$ cat src/rtl/unidade_de_busca.sv
// unidade_de_busca: two-word instruction fetch/sequencing FSM; FETCH_HALT_EN enables the HLT/HALT state
module unidade_de_busca #(
  parameter int ADDR_W = 8
) (
  input  logic              clock,
  input  logic              resetn,
  input  logic [8:0]        mem_data,
  input  logic              branch_select,
  input  logic              bus_zero,
  output logic [ADDR_W-1:0] mem_addr,
  output logic              mem_rd_en,
  output logic [1:0]        counter,
  output logic [8:0]        iin,
  output logic [8:0]        imm,
  output logic [ADDR_W-1:0] pc,
  output logic              halted
);
  typedef enum logic [2:0] {F0, F1, F2, F3, E1, E2, E3, HALT} state_t;
  state_t state, state_nx;
  // state register
  always_ff @(posedge clock or negedge resetn)
    if (!resetn) state <= F0;
    else state <= state_nx;
  // opcode/immediate capture and end-of-instruction pc update
  always_ff @(posedge clock or negedge resetn)
    if (!resetn) begin
      pc  <= '0;
      iin <= '0;
      imm <= '0;
    end else begin
      if (state == F1) iin <= mem_data;
      if (state == F2) imm <= mem_data;
      if (state == E3) pc <= (branch_select && bus_zero) ? imm[ADDR_W-1:0] : pc + ADDR_W'(2);
    end
  // next-state and phase/ROM decode
  always_comb begin
    state_nx  = F0;
    mem_rd_en = (state == F0) || (state == F1);
    mem_addr  = (state == F1) ? pc + ADDR_W'(1) : pc;
    counter   = (state == E1) ? 2'b01 : (state == E2) ? 2'b10 : (state == E3) ? 2'b11 : 2'b00;
    halted    = 1'b0;
    case (state)
      F0: state_nx = F1;
      F1: state_nx = F2;
      F2: state_nx = F3;
      F3: state_nx = E1;
`ifdef FETCH_HALT_EN
      E1: state_nx = (iin[8:6] == 3'b011) ? HALT : E2;
      HALT: begin
        state_nx = HALT;
        counter  = 2'b01;
        halted   = 1'b1;
      end
`else
      E1: state_nx = E2;
`endif
      E2: state_nx = E3;
      default: state_nx = F0;
    endcase
  end
endmodule

$ cat config.mk
export PLATFORM = sky130hd
export DESIGN_NAME = unidade_de_busca
export DESIGN_NICKNAME = d
export VERILOG_FILES = /design/src/rtl/unidade_de_busca.sv
export SDC_FILE = /design/constraint.sdc
export NUM_CORES = 1
export LEC_CHECK = 0
export ABC_AREA = 1
export CORE_ASPECT_RATIO = 1.1
export CORE_MARGIN = 2
export CORE_UTILIZATION = 41
export DETAILED_ROUTE_END_ITERATION = 8
export GPL_ROUTABILITY_DRIVEN = 0
export PLACE_DENSITY = 0.85
export SYNTH_ARGS = -nofsm -noshare
export SYNTH_HDL_FRONTEND = slang
export SYNTH_SLANG_ARGS = --single-unit
$ cat constraint.sdc
create_clock -name clock -period 1.2 [get_ports clock]
set_clock_uncertainty 0.1 [all_clocks]
set_input_delay 0.12 -clock clock [delete_from_list [all_inputs] [get_ports clock]]
set_output_delay 0.12 -clock clock [all_outputs]
set_load 0.05 [all_outputs]
==> summary.md, run 1 <==
| Metric | Value |
|---|---|
| Status | `stopped before the end` |
| Exit stage | `5_1_grt` |
| Error | `[ERROR DPL-0038] Utilization greater than 100%, impossible to legalize` |
| CTS Buf Count | `5` |
| Syn nets | `205` |
| Site row count | `23` |
| Synthesized area per cell | `8.07 sq um` |
| PortBufs | `49` |
| Seq/Total Area, Yosys | `47.3%` |
| Chip Height | `68.1 microns` |
| Classification of the worst endpoint | `output port` |
| Mapped Cells | `190` |
| YS warnings | `0` |
| Place WS | `-279 ps` |
| EDFF count, synth | `0` |
| Top cells by area, synth | `dfrtp_1, nand2_1, o21ai_0, nand3_1, inv_1` |
| Clock Path Buffers | `2` |
| Most used DFF post-synth | `dfrtp_1` |
| CTS sink cnt | `29` |
| Mapped cell area | `1530 sq um` |
| Die Wd | `62.3 microns` |
| Placed cell count | `313` |
| H-tree depth | `2` |
| Grt repair worst endpoint | `mem_addr[5]` |
| DP Wirelength | `3.39 mm` |
| Clk Tree Root Cell | `clkbuf_8` |
| Synth Register Bits | `29` |
| Cell variety after synth | `25` |
| Post-synthesis async set-or-reset flop share | `100%` |
| Starting density of the core | `42.3%` |
| Largest net degree at the start of global routing | `30` |
| Share of the synthesized area in the top cell type | `47.3%` |
| IO Count | `51` |
| Biggest area consumer among synthesized cells | `dfrtp_1` |
timing repair:
item                       4_1_cts
pin swaps                       21
buffers inserted                14
setup endpoints to repair       46
resized for setup               70
hold buffers                     0
gates cloned                     3
Yosys cell counts (2+ instances only):
cell type and number:
nand2_1 59, dfrtp_1 29, o21ai_0 23, inv_1 21
nand3_1 16, nor2_1 7, a21oi_1 4, buf_6 3
nor2_4 3, xor2_1 3, buf_4 2, ha_1 2
inv_2 2, nand3_4 2, nand4_1 2, nor2_2 2
o21ai_1 2
cells by family after synthesis:
kind of cell	count (synthesis)	share of synthesized area (%)
and+or+nand+nor	93	28.7
adders and majority gates	2	1.63
xor gates and xnor gates	4	2.29
other	1	0.245
DFF	29	47.3
AOI/OAI and AO/OA	31	10.4
buffers and inverters	30	9.39
metrics by stage:
step                util [%]  TNS (ps)  area [sq um]
floorplan                  -     -3590          1690
global placement        77.4     -2940          2810
detailed placement      77.4     -4100          2810
CTS                     90.3     -7790          3270
==> run 2, diff against run 1 <==
- CORE_ASPECT_RATIO: 1.1 -> not set
- CORE_UTILIZATION: 41 -> 27
- PLACE_DENSITY: 0.85 -> not set
- PLACE_DENSITY_LB_ADDON: not set -> 0.15
- clock period: 1.2 -> 1.6 ns (I/O delays scaled with it)
==> run 2 against run 1 <==
The flow now finishes, with violations (negative setup slack). Synthesized area unchanged. Synthesized cell count unchanged.
==> summary.md, run 2 <==
| Metric | Value |
|---|---|
| Status | `finished with violations (was stopped before the end)` |
| Failing checks | `negative setup slack` |
| Pwr/cell area | `1150 nW/um^2` |
| Max-slew violations | `0` |
| Cell Area, Placed | `2380 sq um (was 2810 sq um)` |
| Most frequent cells in the layout | `nand2_1, buf_4, dfrtp_1` |
| Die area | `6300 sq um` |
| Final Hold Violating Endpoints | `0` |
| Total wire length | `3.80 mm` |
| Slowest cell on the critical path | `dfrtp_1` |
| H-tree depth | `2 (unchanged)` |
| IO Count | `51 (unchanged)` |
| First-pass GRT wire length | `6.49 mm` |
| Cell variety after synth | `25 (unchanged)` |
| Placed cell count | `319 (was 313)` |
| Max stage delay on crit path | `400 ps` |
| Final setup vio count | `8` |
| Most used DFF post-synth | `dfrtp_1 (unchanged)` |
| Overflow left after global routing | `0` |
| Overall routing resource usage | `13.2%` |
| Clock power share | `24.4%` |
| Synth cell count leaders | `nand2_1, dfrtp_1, o21ai_0, inv_1, nand3_1 (unchanged)` |
| YS warnings | `0 (unchanged)` |
| Vias in the first global route | `1356` |
| Top cells by area, synth | `dfrtp_1, nand2_1, o21ai_0, nand3_1, inv_1 (unchanged)` |
| Period utilization | `108%` |
| Comb power frac | `47.1%` |
| Clk Tree Root Cell | `clkbuf_8 (unchanged)` |
| Biggest regs | `iin x9, imm x9, pc x8` |
| Cell Int Power | `2.01 mW` |
| WL per Instance | `11.1 microns` |
| RSZ-0062 raised after global routing | `true` |
| Starting density of the core | `27.8% (was 42.3%)` |
| Core Area | `5510 sq um` |
| CP cell instances | `inv_4, nand3_4, nor2_4, nand3_2, nand2_2, clkinvlp_4, buf_6` |
| Chip Height | `79.3 microns (was 68.1 microns)` |
| Die Wd | `79.3 microns (was 62.3 microns)` |
| Crit path kind | `flop to primary output` |
| Startpoint types | `flop` |
| Final Cell Area | `2760 sq um` |
| Worst setup margin | `-128 ps` |
| Via count | `1454` |
| Antenna Cells | `0` |
| CTS sink cnt | `29 (unchanged)` |
| Seq/Total Area, Yosys | `47.3% (unchanged)` |
| Sequential share of power | `28.5%` |
| Nets | `285` |
| CP Data Required Time | `1340 ps` |
| Mapped Cells | `190 (unchanged)` |
| R2R setup slack | `150 ps` |
| Crit Path Max Fanout | `4` |
| Post-DRT Antenna Nets | `0` |
| DP Wirelength | `2.82 mm (was 3.39 mm)` |
| Syn nets | `205 (unchanged)` |
| Mapped cell area | `1530 sq um (unchanged)` |
| Setup TNS | `-639 ps` |
| Worst skew pair latency | `280 ps` |
| Max-cap violations | `0` |
| CP Buf/Inv Count | `3` |
| Reg clk slew, reported paths | `60 ps` |
| DR iter-0 viols | `45` |
| Clock Path Buffers | `2 (unchanged)` |
| CP top delay family | `simple AND/OR/NAND/NOR gates` |
| Non-filler cells, final | `343` |
| Initial antenna violation count | `0` |
| EDFF count, synth | `0 (unchanged)` |
| CTS tree | `built` |
| Hold Path Class | `input port to asynchronous set/reset pin` |
| Layout cells sized above 1 | `45.4%` |
| Vias per inst | `4.24` |
| Synth Register Bits | `29 (unchanged)` |
| Synthesized area per cell | `8.07 sq um (unchanged)` |
| Post-synthesis async set-or-reset flop share | `100% (unchanged)` |
| CTS Buf Count | `5 (unchanged)` |
| Site row count | `27 (was 23)` |
| DRC viols | `0` |
| CTS Hold Bufs | `0 (unchanged)` |
| Fmax | `579 MHz` |
| Final Core Density | `50.1%` |
| Crit end category | `primary output` |
| P_sw | `1.17 mW` |
| Leakage Power | `1.29 nW` |
| Drt pass-1 iters | `4` |
| Final Critical Period | `1730 ps` |
| Peak supply drop | `0.000602 V` |
| Largest net degree at the start of global routing | `30` |
| Count leader, synth | `nand2_1 (unchanged)` |
| PortBufs | `49 (unchanged)` |
| Place WS | `46.8 ps (was -279 ps)` |
| Critical Path AT | `1470 ps` |
| Area growth syn-to-layout | `79.9%` |
| Biggest area consumer among synthesized cells | `dfrtp_1 (unchanged)` |
| Sw Share | `36.9%` |
| Share of the synthesized area in the top cell type | `47.3% (unchanged)` |
-- run 2: cell counts after synthesis --
No cell type changed its count.
-- run 2: kinds of logic after synthesis --
group	count (synthesis)	synth area share [%]
other	1	0.245
xor gates and xnor gates	4	2.29
AOI/OAI and AO/OA	31	10.4
and+or+nand+nor	93	28.7
DFF	29	47.3
adders and majority gates	2	1.63
buffers and inverters	30	9.39
-- run 2: repair_timing --
item | in CTS | in global routing
endpoints found under the setup margin | 9 | 10
hold endpoints to repair | 0 | 0
gates cloned | 0 | 0
resized for setup | 25 | 13
pin swaps | 7 | 9
setup buffers | 8 | 8
-- run 2: layer usage --
layer	part of all wire, %	global-route usage (%)	up-vias
li1	-	-	765
met1	47	18.5	646
met2	47	19.7	39
met3	4.5	3.18	4
met4	1.3	5.17	0
met5	0	0	-
-- run 2: per-stage QoR --
step / power [mW] / hold WS (ps)
floorplan: 1.64 / -236
global placement: 2.24 / 371
detailed placement: 2.24 / 379
CTS: 3.11 / 174
global route: 3.35 / 184
finish: 3.18 / 159
-- run 2: power groups by stage --
| stage | Sequential (mW) | Clock (mW) | Combinational, mW |
|---|---|---|---|
| floorplan | 1.17 | 0 | 0.472 |
| global placement | 0.928 | 0 | 1.31 |
| detailed placement | 0.930 | 0 | 1.31 |
| CTS | 0.926 | 0.801 | 1.38 |
| global route | 0.916 | 0.841 | 1.60 |
| finish | 0.907 | 0.777 | 1.50 |
-- run 2: layout make-up --
| cell class | instances | area, sq um |
|---|---|---|
| multi-input combinational | 131 | 865 |
| inverter | 23 | 100 |
| timing repair buffer | 80 | 846 |
| sequential | 29 | 741 |
| fill | 530 | 2750 |
| tap | 72 | 90.1 |
| clock inverter | 1 | 30.0 |
| clock buffer | 7 | 86.3 |
-- run 2: worst paths after layout --
| path | start | to | depth (start not counted) |
|---|---|---|---|
| worst max-delay path | state[1] | mem_addr[6] | 7 |
| worst min-delay path | resetn | imm[8] | 2 |
| worst max register to register | state[0] | pc[1] | 6 |
| worst min register to register | iin[4] | iin[4] | 2 |
| max in group asynchronous | resetn | pc[1] | 2 |
| min in group clock | mem_data[6] | imm[6] | 3 |
-- run 2: worst register-to-register path, cell delays in order, from the launching register on --
cell and delay (ps):
dfrtp_2 450, inv_1 200, nand3_4 130, buf_4 200
nor2_4 150, nand2_1 70, o211ai_1 80
(Power assumes the default switching activity.)
